[src/rtl/phy_rx_link_ctrl_if.sv]
// phy_rx_link_ctrl_if: lane byte inputs and link status/forwarding outputs of the receive link controller
interface phy_rx_link_ctrl_if;
    logic [7:0] data_par_0;
    logic       valid_par_0;
    logic [7:0] data_par_1;
    logic       valid_par_1;
    logic       lane_sync_0;
    logic       lane_sync_1;
    logic       link_active;
    logic [7:0] data_fwd_0;
    logic       valid_fwd_0;
    logic [7:0] data_fwd_1;
    logic       valid_fwd_1;
    logic       flush;
    logic [7:0] sync_loss_cnt;
    modport slave (
        input  data_par_0, valid_par_0, data_par_1, valid_par_1,
        output lane_sync_0, lane_sync_1, link_active, data_fwd_0, valid_fwd_0,
               data_fwd_1, valid_fwd_1, flush, sync_loss_cnt
    );
    modport master (
        output data_par_0, valid_par_0, data_par_1, valid_par_1,
        input  lane_sync_0, lane_sync_1, link_active, data_fwd_0, valid_fwd_0,
               data_fwd_1, valid_fwd_1, flush, sync_loss_cnt
    );
endinterface

[src/rtl/phy_rx_link_ctrl.sv]
// phy_rx_link_ctrl: per-lane symbol sync, link training/active sequencing and payload forwarding for two lanes
module phy_rx_link_ctrl #(
    parameter logic [7:0] COM_CHAR   = 8'hBC,
    parameter logic [7:0] IDLE_CHAR  = 8'h7C,
    parameter int         SYNC_COUNT = 4,
    parameter int         ERR_LIMIT  = 4
) (
    input logic              clk_f,
    input logic              reset,
    phy_rx_link_ctrl_if.slave bus
);
    localparam logic [1:0] DOWN   = 2'd0;
    localparam logic [1:0] TRAIN  = 2'd1;
    localparam logic [1:0] ACTIVE = 2'd2;
    localparam logic [3:0] SYNC_N = 4'(SYNC_COUNT);
    localparam logic [3:0] ERR_N  = 4'(ERR_LIMIT);

    logic [1:0][7:0] data_par;
    logic [1:0]      valid_par;
    logic [1:0]      sync_q, sync_d;
    logic [1:0][3:0] com_cnt_q, com_cnt_d, err_cnt_q, err_cnt_d;
    logic [1:0][3:0] com_inc, err_inc;
    logic [1:0]      got_com, sync_hit, err_hit;
    logic [1:0][7:0] data_fwd_q, data_fwd_d;
    logic [1:0]      valid_fwd_q, valid_fwd_d;
    logic [1:0]      state_q, state_d;
    logic            flush_q, flush_d;
    logic [7:0]      loss_cnt_q, loss_cnt_d;
    logic            both_sync, idle_both;

    assign data_par  = {bus.data_par_1, bus.data_par_0};
    assign valid_par = {bus.valid_par_1, bus.valid_par_0};

    always_comb begin
        both_sync = &sync_q;
        idle_both = (&valid_par) && data_par[0] == IDLE_CHAR && data_par[1] == IDLE_CHAR;
        for (int i = 0; i < 2; i++) begin
            com_inc[i]     = com_cnt_q[i] + 4'd1;
            err_inc[i]     = err_cnt_q[i] + 4'd1;
            got_com[i]     = valid_par[i] && data_par[i] == COM_CHAR;
            sync_hit[i]    = got_com[i] && com_inc[i] == SYNC_N;
            err_hit[i]     = !valid_par[i] && err_inc[i] == ERR_N;
            sync_d[i]      = sync_q[i] ? !err_hit[i] : sync_hit[i];
            com_cnt_d[i]   = (sync_q[i] || sync_hit[i] || (valid_par[i] && !got_com[i])) ? 4'd0 :
                             got_com[i] ? com_inc[i] : com_cnt_q[i];
            err_cnt_d[i]   = (!sync_q[i] || err_hit[i] || valid_par[i]) ? 4'd0 : err_inc[i];
            valid_fwd_d[i] = state_q == ACTIVE && both_sync && valid_par[i] &&
                             data_par[i] != COM_CHAR && data_par[i] != IDLE_CHAR;
        end
        data_fwd_d = data_par;
        // Losing either lane always wins, including over an IDLE seen in TRAIN
        state_d    = !both_sync ? DOWN :
                     state_q == DOWN ? TRAIN :
                     (state_q == TRAIN && idle_both) ? ACTIVE : state_q;
        flush_d    = state_q == ACTIVE && !both_sync;
        loss_cnt_d = (flush_d && loss_cnt_q != 8'hFF) ? loss_cnt_q + 8'd1 : loss_cnt_q;
    end

    always_ff @(posedge clk_f or posedge reset) begin
        if (reset) begin
            sync_q      <= '0;
            com_cnt_q   <= '0;
            err_cnt_q   <= '0;
            data_fwd_q  <= '0;
            valid_fwd_q <= '0;
            state_q     <= DOWN;
            flush_q     <= 1'b0;
            loss_cnt_q  <= '0;
        end else begin
            sync_q      <= sync_d;
            com_cnt_q   <= com_cnt_d;
            err_cnt_q   <= err_cnt_d;
            data_fwd_q  <= data_fwd_d;
            valid_fwd_q <= valid_fwd_d;
            state_q     <= state_d;
            flush_q     <= flush_d;
            loss_cnt_q  <= loss_cnt_d;
        end
    end

    assign bus.lane_sync_0   = sync_q[0];
    assign bus.lane_sync_1   = sync_q[1];
    assign bus.link_active   = state_q == ACTIVE;
    assign bus.data_fwd_0    = data_fwd_q[0];
    assign bus.data_fwd_1    = data_fwd_q[1];
    assign bus.valid_fwd_0   = valid_fwd_q[0];
    assign bus.valid_fwd_1   = valid_fwd_q[1];
    assign bus.flush         = flush_q;
    assign bus.sync_loss_cnt = loss_cnt_q;
endmodule

[src/flat_wrapper.sv]
// flat-port wrapper written by rule: the top's interface ports become plain ports
module phy_rx_link_ctrl_flat 
#(
    parameter logic [7:0] COM_CHAR   = 8'hBC,
    parameter logic [7:0] IDLE_CHAR  = 8'h7C,
    parameter int         SYNC_COUNT = 4,
    parameter int         ERR_LIMIT  = 4
)
  (clk_f, reset, bus_data_par_0, bus_valid_par_0, bus_data_par_1, bus_valid_par_1, bus_lane_sync_0, bus_lane_sync_1, bus_link_active, bus_data_fwd_0, bus_valid_fwd_0, bus_data_fwd_1, bus_valid_fwd_1, bus_flush, bus_sync_loss_cnt);
  phy_rx_link_ctrl_if bus_i ();
  input logic clk_f;
  input logic reset;
  input wire logic [$bits(bus_i.data_par_0)-1:0] bus_data_par_0;
  input wire logic [$bits(bus_i.valid_par_0)-1:0] bus_valid_par_0;
  input wire logic [$bits(bus_i.data_par_1)-1:0] bus_data_par_1;
  input wire logic [$bits(bus_i.valid_par_1)-1:0] bus_valid_par_1;
  output wire logic [$bits(bus_i.lane_sync_0)-1:0] bus_lane_sync_0;
  output wire logic [$bits(bus_i.lane_sync_1)-1:0] bus_lane_sync_1;
  output wire logic [$bits(bus_i.link_active)-1:0] bus_link_active;
  output wire logic [$bits(bus_i.data_fwd_0)-1:0] bus_data_fwd_0;
  output wire logic [$bits(bus_i.valid_fwd_0)-1:0] bus_valid_fwd_0;
  output wire logic [$bits(bus_i.data_fwd_1)-1:0] bus_data_fwd_1;
  output wire logic [$bits(bus_i.valid_fwd_1)-1:0] bus_valid_fwd_1;
  output wire logic [$bits(bus_i.flush)-1:0] bus_flush;
  output wire logic [$bits(bus_i.sync_loss_cnt)-1:0] bus_sync_loss_cnt;
  assign bus_i.data_par_0 = bus_data_par_0;
  assign bus_i.valid_par_0 = bus_valid_par_0;
  assign bus_i.data_par_1 = bus_data_par_1;
  assign bus_i.valid_par_1 = bus_valid_par_1;
  assign bus_lane_sync_0 = bus_i.lane_sync_0;
  assign bus_lane_sync_1 = bus_i.lane_sync_1;
  assign bus_link_active = bus_i.link_active;
  assign bus_data_fwd_0 = bus_i.data_fwd_0;
  assign bus_valid_fwd_0 = bus_i.valid_fwd_0;
  assign bus_data_fwd_1 = bus_i.data_fwd_1;
  assign bus_valid_fwd_1 = bus_i.valid_fwd_1;
  assign bus_flush = bus_i.flush;
  assign bus_sync_loss_cnt = bus_i.sync_loss_cnt;
  phy_rx_link_ctrl #(.COM_CHAR(COM_CHAR), .IDLE_CHAR(IDLE_CHAR), .SYNC_COUNT(SYNC_COUNT), .ERR_LIMIT(ERR_LIMIT)) u_core (.clk_f(clk_f), .reset(reset), .bus(bus_i));
endmodule
[config.mk]
export PLATFORM = sky130hd
export DESIGN_NAME = phy_rx_link_ctrl_flat
export DESIGN_NICKNAME = d
export VERILOG_FILES = /design/src/rtl/phy_rx_link_ctrl_if.sv /design/src/rtl/phy_rx_link_ctrl.sv /design/src/flat_wrapper.sv
export SDC_FILE = /design/constraint.sdc
export NUM_CORES = 1
export LEC_CHECK = 0
export CORE_UTILIZATION = 40
export DETAILED_ROUTE_END_ITERATION = 16
export HOLD_SLACK_MARGIN = 0.06
export PLACE_DENSITY = 0.75
export SYNTH_ARGS = -nofsm -noshare
export SYNTH_HDL_FRONTEND = slang
export SYNTH_SLANG_ARGS = --single-unit
[constraint.sdc]
create_clock -name clk_f -period 1.5 [get_ports clk_f]
set_input_delay 0.3 -clock clk_f [delete_from_list [all_inputs] [get_ports clk_f]]
set_output_delay 0.3 -clock clk_f [all_outputs]
set_load 0.005 [all_outputs]
== After elaboration in Yosys (flattened, before gate mapping) ==
Index checks and enable logic that the tools add are counted.
Word-level totals
  bits in registers: 47
  word-level logic and storage cells: 85
  input port bits: 20
  output and inout bits: 30
Operators by class
  eq/ne operators: 16
  muxes and demuxes: 11
  reduce and logical (&&, ||, !) cells: 42
  add/subtract/negate cells: 5
Operator list (count)
  4-bit two-way mux: 6
  8-bit inequality test, second input constant: 3
  1-bit logical AND: 20
  4-bit by 1-bit adder with 4-bit output, second input constant: 4
  4-bit by 3-bit equality test with 1-bit output, second input constant: 4
  8-bit by 7-bit equality test with 1-bit output, second input constant: 2
  8-bit equality test, second input constant: 2
  8-bit by 7-bit inequality test with 1-bit output, second input constant: 2
  1-bit logical NOT: 9
  8-bit by 1-bit adder with 8-bit output, second input constant: 1
  1-bit logical OR: 8
  2-bit two-way mux: 3
  2-bit AND reduction: 2
  2-bit nonzero test: 2
  3-bit inequality test, second input constant: 1
  2-bit by 1-bit equality test with 1-bit output, second input constant: 1
  2-bit equality test, second input constant: 1
  2-bit logical NOT: 1
  1-bit two-way mux: 2

== Logic depth before layout (Yosys ltp) ==
Gate-level depths: netlist (run 1).
  word-level depth: 7
  gate-level depth with buffers: 5
  gate-level depth less buffers: 5

== Least setup slack after synthesis (run 1) ==
OpenSTA, ideal clock, no wires.
  kind: reg-to-reg
  from: reg u_core.com_cnt_q[0] (netlist bit)
  to: reg u_core.com_cnt_q[0] (netlist bit)
  setup time: 0.084 ns
  arrival time: 1.433 ns
  clock period less this slack: 1.517 ns
  path slack: -0.017 ns
  data required time: 1.416 ns
  cell stages (with the launch flop): 6
  path buffers: 0
  cells stage by stage: dfrtp_1 -> ha_1 -> nor2b_1 -> a211o_1 -> a41oi_1 -> a21boi_0
On the way
  longest elaborated chain between the ends: 6
  elaborated cells between the ends (all ways): 8
  classes of those cells: add/sub (1); eq/ne (1); mux (2); reduce/logical (4)
RTL lines
  from (decl): RTL line phy_rx_link_ctrl.sv:21  | logic [1:0][3:0] com_cnt_q, com_cnt_d, err_cnt_q, err_cnt_d;
  from (signal assigned): RTL line phy_rx_link_ctrl.sv:71  | com_cnt_q <= com_cnt_d;
  4-bit by 1-bit adder with 4-bit output *: RTL line phy_rx_link_ctrl.sv:38  | com_inc[i] = com_cnt_q[i] + 4'd1;
  4-bit by 3-bit equality test with 1-bit output: RTL line phy_rx_link_ctrl.sv:41  | sync_hit[i] = got_com[i] && com_inc[i] == SYNC_N;
  1-bit logical AND: RTL line phy_rx_link_ctrl.sv:41
  1-bit logical OR (2 in a row): RTL line phy_rx_link_ctrl.sv:44  | com_cnt_d[i] = (sync_q[i] || sync_hit[i] || (valid_par[i] && !got_com[i])) ? 4'd0 :
  4-bit two-way mux / 2-bit nonzero test (equally long branches)
Mark *: on every way between the ends. The rest lies on a longest branch, timed or not. The select of a mux whose other input is x is not followed.
A chain may end at the register's enable or synchronous reset.

==> impl_metrics.py, run 1 <==
metrics = {
    "cts": {
        "cts-root-buf": "clkbuf_8",
        "htree_num_levels": 2,
        "path_clk_slew_ns": 0.08,
        "cts_made_buffers": 5,
        "clkLatencyLatePin_ns": 0.30,
        "cts.sinks": 47,
        "cts_tree": "built",
        "clockBufferDepth": 2,
        "postCtsHoldBufs": 0,
    },
    "layout": {
        "fin_nets": 310,
        "drive_gt1_frac": 0.302,
        "fillerInstances": 400,
        "antennaDiodeCount": 0,
        "area_growth_pct": 55.1,
    },
    "worst_setup_path": {
        "worstPathArrival_ns": 1.69,
        "crit_slowest_cell": "dfrtp_1",
        "criticalPathCategory": "reg2reg",
        "critPathLaunchType": "flop",
        "crit_required_ns": 1.69,
        "max_stage_delay_ns": 0.41,
        "critPathMaxFanout": 3,
        "cp-end-kind": "flop",
        "crit_path_cell_trace": "buf_6 > and3b_1 > o32a_1 > o21ai_1 > buf_4 > a21oi_2",
    },
    "route": {
        "drtPass1Iterations": 4,
        "wl_per_cell_um": 13.6,
        "dr_wl_met2_mm": 2.44,
        "antenna_left": 0,
        "dr.max_layer_used": "met4",
        "drt_iter0_drc": 47,
        "drt_wl_total_mm": 4.78,
        "dr_wl_met3_um": 108,
        "routed_via_density": 4.89,
        "met1_length_mm": 2.19,
        "drc": 0,
        "vias": 1715,
    },
    "global_routing": {
        "grt_pass1_vias": 1610,
        "antenna_found_initial": 0,
        "grt_max_degree": 48,
        "grt_pass1_wl_mm": 7.57,
        "grt_use_total": 0.181,
        "overflow": 0,
    },
    "timing": {
        "worstMarginPinSlew_ns": 0.318,
        "setup_slack_ns": -0.000962,
        "hold_viol": 0,
        "finalSetupViolations": 1,
        "rsz0062_at_grt": "yes",
        "drv_slew": 0,
        "layout_min_cycle_time_ns": 1.50,
        "fin_crit_sh": 1.00,
        "relSlewSlack": 0.787,
        "timing.hold.ws_ns": 0.213,
        "finalSetupTns_ns": -0.000962,
        "fin_skew_ns": 0.00618,
        "max_freq_mhz": 666,
    },
    "power_and_ir_drop": {
        "leakage_nw": 1.64,
        "design_power_total_w": 0.00238,
        "vdd_drop_max_uv": 432,
        "power_density_nw_per_um2": 721,
    },
    "synth": {
        "synthTopCellsByCount": "47 x dfrtp_1, 12 x xor2_1, 9 x ha_1",
        "seq_area_frac_synth": 0.553,
        "ys_types": 45,
        "synthTopCellsByArea": "dfrtp_1 55%, ha_1 5.3%, xor2_1 4.9%, nand2b_1 2.4%, nand4_1 2.4%",
        "ys_ff_latch": 47,
        "synth_area_um2": 2130,
        "netlist.area_leader.share": 0.553,
        "synth_area_leader_cell": "dfrtp_1",
        "yosys_warnings": 0,
        "async_reset_ff_frac": 1.00,
        "synthCells": 182,
        "yosys_most_used_dff": "dfrtp_1",
        "yosysMostFrequentCell": "dfrtp_1",
        "synth_area_per_cell_um2": 11.7,
        "synth_nets": 211,
        "synth_edf_count": 0,
    },
    "min_path": {
        "hp-class": "in2reg",
    },
    "floorplan": {
        "dieHeight_um": 74.9,
        "coreArea_um2": 5110,
        "start_util": 0.417,
        "core.rowCount": 26,
        "die-area_um2": 5620,
        "die_w_um": 74.9,
        "num_io_pins": 50,
    },
    "placement": {
        "gp_congestion": 0.794,
        "dp_hpwl_mm": 3.21,
        "port_buffers": 49,
    },
    "status": {
        "violations": "setup timing",
        "status": "finished with violations",
    },
    "flow_run": {
        "maxCapViolCount": 0,
    },
}
## logic make-up (layout without fill, tap and decap cells)
group,Yosys count,in the layout,synth area share
mux,3,3,0.0147
flops,47,47,0.553
fa+ha+maj,9,9,0.0529
compound gates,28,28,0.0988
buf+inv,10,109,0.0182
simple gates,72,72,0.209
xor+xnor,13,13,0.0535
## layout by cell type (no fill, tap or decap), types with 3 or more instances in the layout
cell type,count
clkdlybuf4s50_1,35
a31oi_1,3
nand2_1,7
nand3_1,5
nand2b_1,7
dlygate4sd2_1,10
inv_1,5
ha_1,5
dfrtp_1,46
o21ai_0,3
ha_2,4
buf_4,42
dlymetal6s2s_1,4
and2_1,6
nor2_1,4
nor2_2,3
nor3_1,4
nand4_1,8
xor2_1,12
nor3b_1,3
nor2b_1,5
clkbuf_8,5
buf_6,4
## sequential cells by signal, summed over array words and instances (netlist names)
name                      flops
u_core.bus.data_fwd_0         8
u_core.sync_q                 2
u_core.valid_fwd_q            2
u_core.bus.flush              1
u_core.err_cnt_q              8
u_core.bus.sync_loss_cnt      8
u_core.com_cnt_q              8
u_core.bus.data_fwd_1         8
u_core.state_q                2
## worst max-delay path, delay by kind of cell (launching register included)
kind / cells / cell delay (ns)
buf+inv: 2 / 0.29
flops: 1 / 0.41
compound gates: 3 / 0.54
simple gates: 1 / 0.16
## final cells by class
type                            count  area, um^2  share of cell area
Tap cell                           70        87.6              0.0265
Sequential cell                    47        1180               0.357
Multi-Input combinational cell    125        1040               0.316
Timing Repair Buffer               96         868               0.263
Clock inverter                      1        30.0             0.00909
Inverter                            6        22.5             0.00682
Clock buffer                        6        72.6              0.0220
## final timing paths
path / startpoint / endpoint / slack, ns / cells after the start
min in group asynchronous: reset / u_core.bus.data_fwd_1[0] / 0.35 / 3
setup / recovery: u_core.err_cnt_q[5] / u_core.err_cnt_q[6] / -0.001 / 6
max in group asynchronous: reset / u_core.sync_q[0] / 0.90 / 3
hold / removal: bus_data_par_0[6] / u_core.bus.data_fwd_0[6] / 0.21 / 1
hold reg to reg: u_core.err_cnt_q[0] / u_core.err_cnt_q[0] / 0.49 / 1
setup reg to reg: u_core.err_cnt_q[5] / u_core.err_cnt_q[6] / -0.001 / 6
## report_power, final
group,internal [W],switching (W),total (W)
logic,0.000112,0.0000793,0.000191
clock network,0.000489,0.000408,0.000897
registers,0.00129,0.00000553,0.00129
total,0.00189,0.000493,0.00238
## per-layer routing
layer | vias up | global-route usage
met4 | 0 | 0.0440
met1 | 845 | 0.228
li1 | 843 | -
met5 | - | 0
met2 | 21 | 0.318
met3 | 6 | 0.0361
## per-stage QoR
step                utilization  area (um^2)  instances  setup WS (ns)
floorplan                     -         2140        182        0.00288
global placement          0.581         2970        331         -0.365
detailed placement        0.581         2970        331         -0.397
CTS                       0.618         3160        346       0.000469
global route              0.646         3300        351        -0.0771
finish                    0.646         3300        351      -0.000962
## repair_timing
item                       4_1_cts  5_1_grt
setup endpoints to repair       22       18
setup buffers                    8        5
gates resized for setup         22       29
pin swaps                        5        8
(Power assumes the default switching activity.)
==> run 2: changes to the inputs <==
- PLACE_DENSITY: 0.75 -> 0.72
- clock period: 1.5 -> 1.76 ns (I/O delays scaled with it)
==> impl_metrics.py, run 2 (synthesized netlist as in run 1, its figures left out) <==
metrics = {
    "layout": {
        "drive_gt1_frac": 0.145,
        "fin_nets": 283,
        "antennaDiodeCount": 0,
        "fillerInstances": 439,
        "area_growth_pct": 40.9,
        "final_cells": 325,
        "layout_common_cells": "48 x clkdlybuf4s50_1, 46 x dfrtp_1, 19 x buf_4",
        "layout_commonest_cell": "clkdlybuf4s50_1",
        "fin_util": 0.587,
    },
    "cts": {
        "cts_made_buffers": 5,
        "clockBufferDepth": 2,
        "cts_tree": "built",
        "htree_num_levels": 2,
        "cts-root-buf": "clkbuf_8",
        "cts.sinks": 47,
        "clkLatencyLatePin_ns": 0.30,
        "path_clk_slew_ns": 0.08,
    },
    "global_routing": {
        "grt_use_total": 0.178,
        "grt_pass1_vias": 1565,
        "grt_pass1_wl_mm": 7.19,
        "overflow": 0,
        "grt_max_degree": 48,
        "antenna_found_initial": 0,
    },
    "route": {
        "drc": 0,
        "drt_wl_total_mm": 4.51,
        "drtPass1Iterations": 4,
        "antenna_left": 0,
        "wl_per_cell_um": 13.9,
        "drt_iter0_drc": 40,
        "routed_via_density": 5.04,
        "vias": 1638,
    },
    "min_path": {
        "hp-class": "in2async",
    },
    "timing": {
        "max_freq_mhz": 590,
        "worstMarginPinSlew_ns": 0.494,
        "fin_crit_sh": 0.964,
        "rsz0062_at_grt": "no",
        "relSlewSlack": 0.668,
        "hold_viol": 0,
        "drv_slew": 0,
        "fin_skew_ns": 0.00857,
        "layout_min_cycle_time_ns": 1.70,
        "finalSetupViolations": 0,
        "timing.hold.ws_ns": 0.407,
    },
    "worst_setup_path": {
        "crit_slowest_cell": "clkdlybuf4s50_1",
        "crit_path_start": "bus_data_par_0[4]",
        "crit_family": "simple AND/OR/NAND/NOR gates",
        "cp-end-kind": "flop",
        "worstSetupEndpoint": "u_core.com_cnt_q[2]",
        "reg2reg_depth": 5,
        "regToRegEndpoint": "u_core.err_cnt_q[6]",
        "max_stage_delay_ns": 0.49,
        "cp.depth": 5,
        "crit_path_cell_trace": "clkdlybuf4s50_1 > nand4_1 > nor4_1 > a41oi_2 > a21boi_0",
        "critPathMaxFanout": 4,
        "rr_startpoint": "u_core.err_cnt_q[4]",
        "criticalPathCategory": "in2reg",
        "cp_num_buf_inv": 1,
        "critPathLaunchType": "input port",
        "worstPathArrival_ns": 1.88,
        "crit_required_ns": 1.94,
        "rrSetupSlack_ns": 0.16,
    },
    "power_and_ir_drop": {
        "design_power_total_w": 0.00219,
        "vdd_drop_max_uv": 447,
        "power_density_nw_per_um2": 729,
        "leakage_nw": 1.38,
    },
    "floorplan": {
        "dieHeight_um": 74.9,
        "die-area_um2": 5620,
        "die_w_um": 74.9,
        "start_util": 0.417,
        "core.rowCount": 26,
        "num_io_pins": 50,
        "coreArea_um2": 5110,
    },
    "status": {
        "status": "finished, final reports clean",
    },
    "flow_run": {
        "maxCapViolCount": 0,
    },
    "placement": {
        "port_buffers": 49,
        "dp_hpwl_mm": 3.29,
        "gp_congestion": 0.786,
        "place_inst": 317,
    },
}
run 2: cell types whose count changed in the layout (fill, tap and decap cells not counted), moves of 4 or more:
cell,previous run,this run
ha_2,4,0
buf_4,42,19
ha_1,5,9
dlymetal6s2s_1,4,0
clkdlybuf4s50_1,35,48
dlygate4sd2_1,10,1
buf_6,4,0
run 2: layer usage:
| layer | GRT usage | wire (um) | vias up |
|---|---|---|---|
| met5 | 0 | 0 | - |
| met4 | 0.0818 | 114 | 0 |
| met3 | 0.0509 | 242 | 10 |
| met2 | 0.302 | 2300 | 46 |
| met1 | 0.210 | 1860 | 794 |
| li1 | - | - | 788 |
run 2: worst min-delay path by stage:
stage                                            from                           to  slack (ns)  cells past startpoint
after floorplan                     bus_data_par_0[0]     u_core.bus.data_fwd_0[0]        0.38                      0
after global placement            u_core.err_cnt_q[0]          u_core.err_cnt_q[0]        0.48                      1
after detailed placement  u_core.bus.sync_loss_cnt[7]  u_core.bus.sync_loss_cnt[7]        0.49                      1
after CTS                                       reset     u_core.bus.data_fwd_1[4]        0.41                      3
after global routing                            reset          u_core.com_cnt_q[7]        0.43                      3
final                                           reset     u_core.bus.data_fwd_1[4]        0.41                      3
run 2: final cells by class:
| cell class | count | area (um^2) | area share |
|---|---|---|---|
| sequential | 47 | 1180 | 0.393 |
| tap | 70 | 87.6 | 0.0292 |
| timing repair buffer | 69 | 652 | 0.217 |
| multi-input combinational | 125 | 927 | 0.309 |
| clock buffer | 6 | 72.6 | 0.0242 |
| inverter | 6 | 22.5 | 0.00751 |
| clock inverter | 2 | 60.1 | 0.0200 |
run 2: timing repair:
item | CTS | global route
gates resized for setup | 1 | 4
hold buffers | 0 | 0
endpoints found under the setup margin | 1 | 10
buffers inserted | 0 | 0
run 2: power by group:
part	internal, W	switching [W]	total (W)
Combinational	0.0000954	0.0000643	0.000160
Clock	0.000568	0.000358	0.000926
Sequential	0.00110	0.00000499	0.00110
Total	0.00176	0.000428	0.00219
run 2: worst min-delay path, stage by stage:
cell             delay, ns
clkdlybuf4s50_1       0.42
inv_2                 0.07
buf_12                0.24
run 2: per-stage QoR:
stage,setup TNS (ns),worst slack (ns),area [um^2]
final,0,0.0641,3000
after global routing,0,0.0237,3000
after CTS,0,0.0288,2980
after detailed placement,-1.18,-0.187,2850
after global placement,-0.860,-0.153,2850
after floorplan,0,0.243,2130
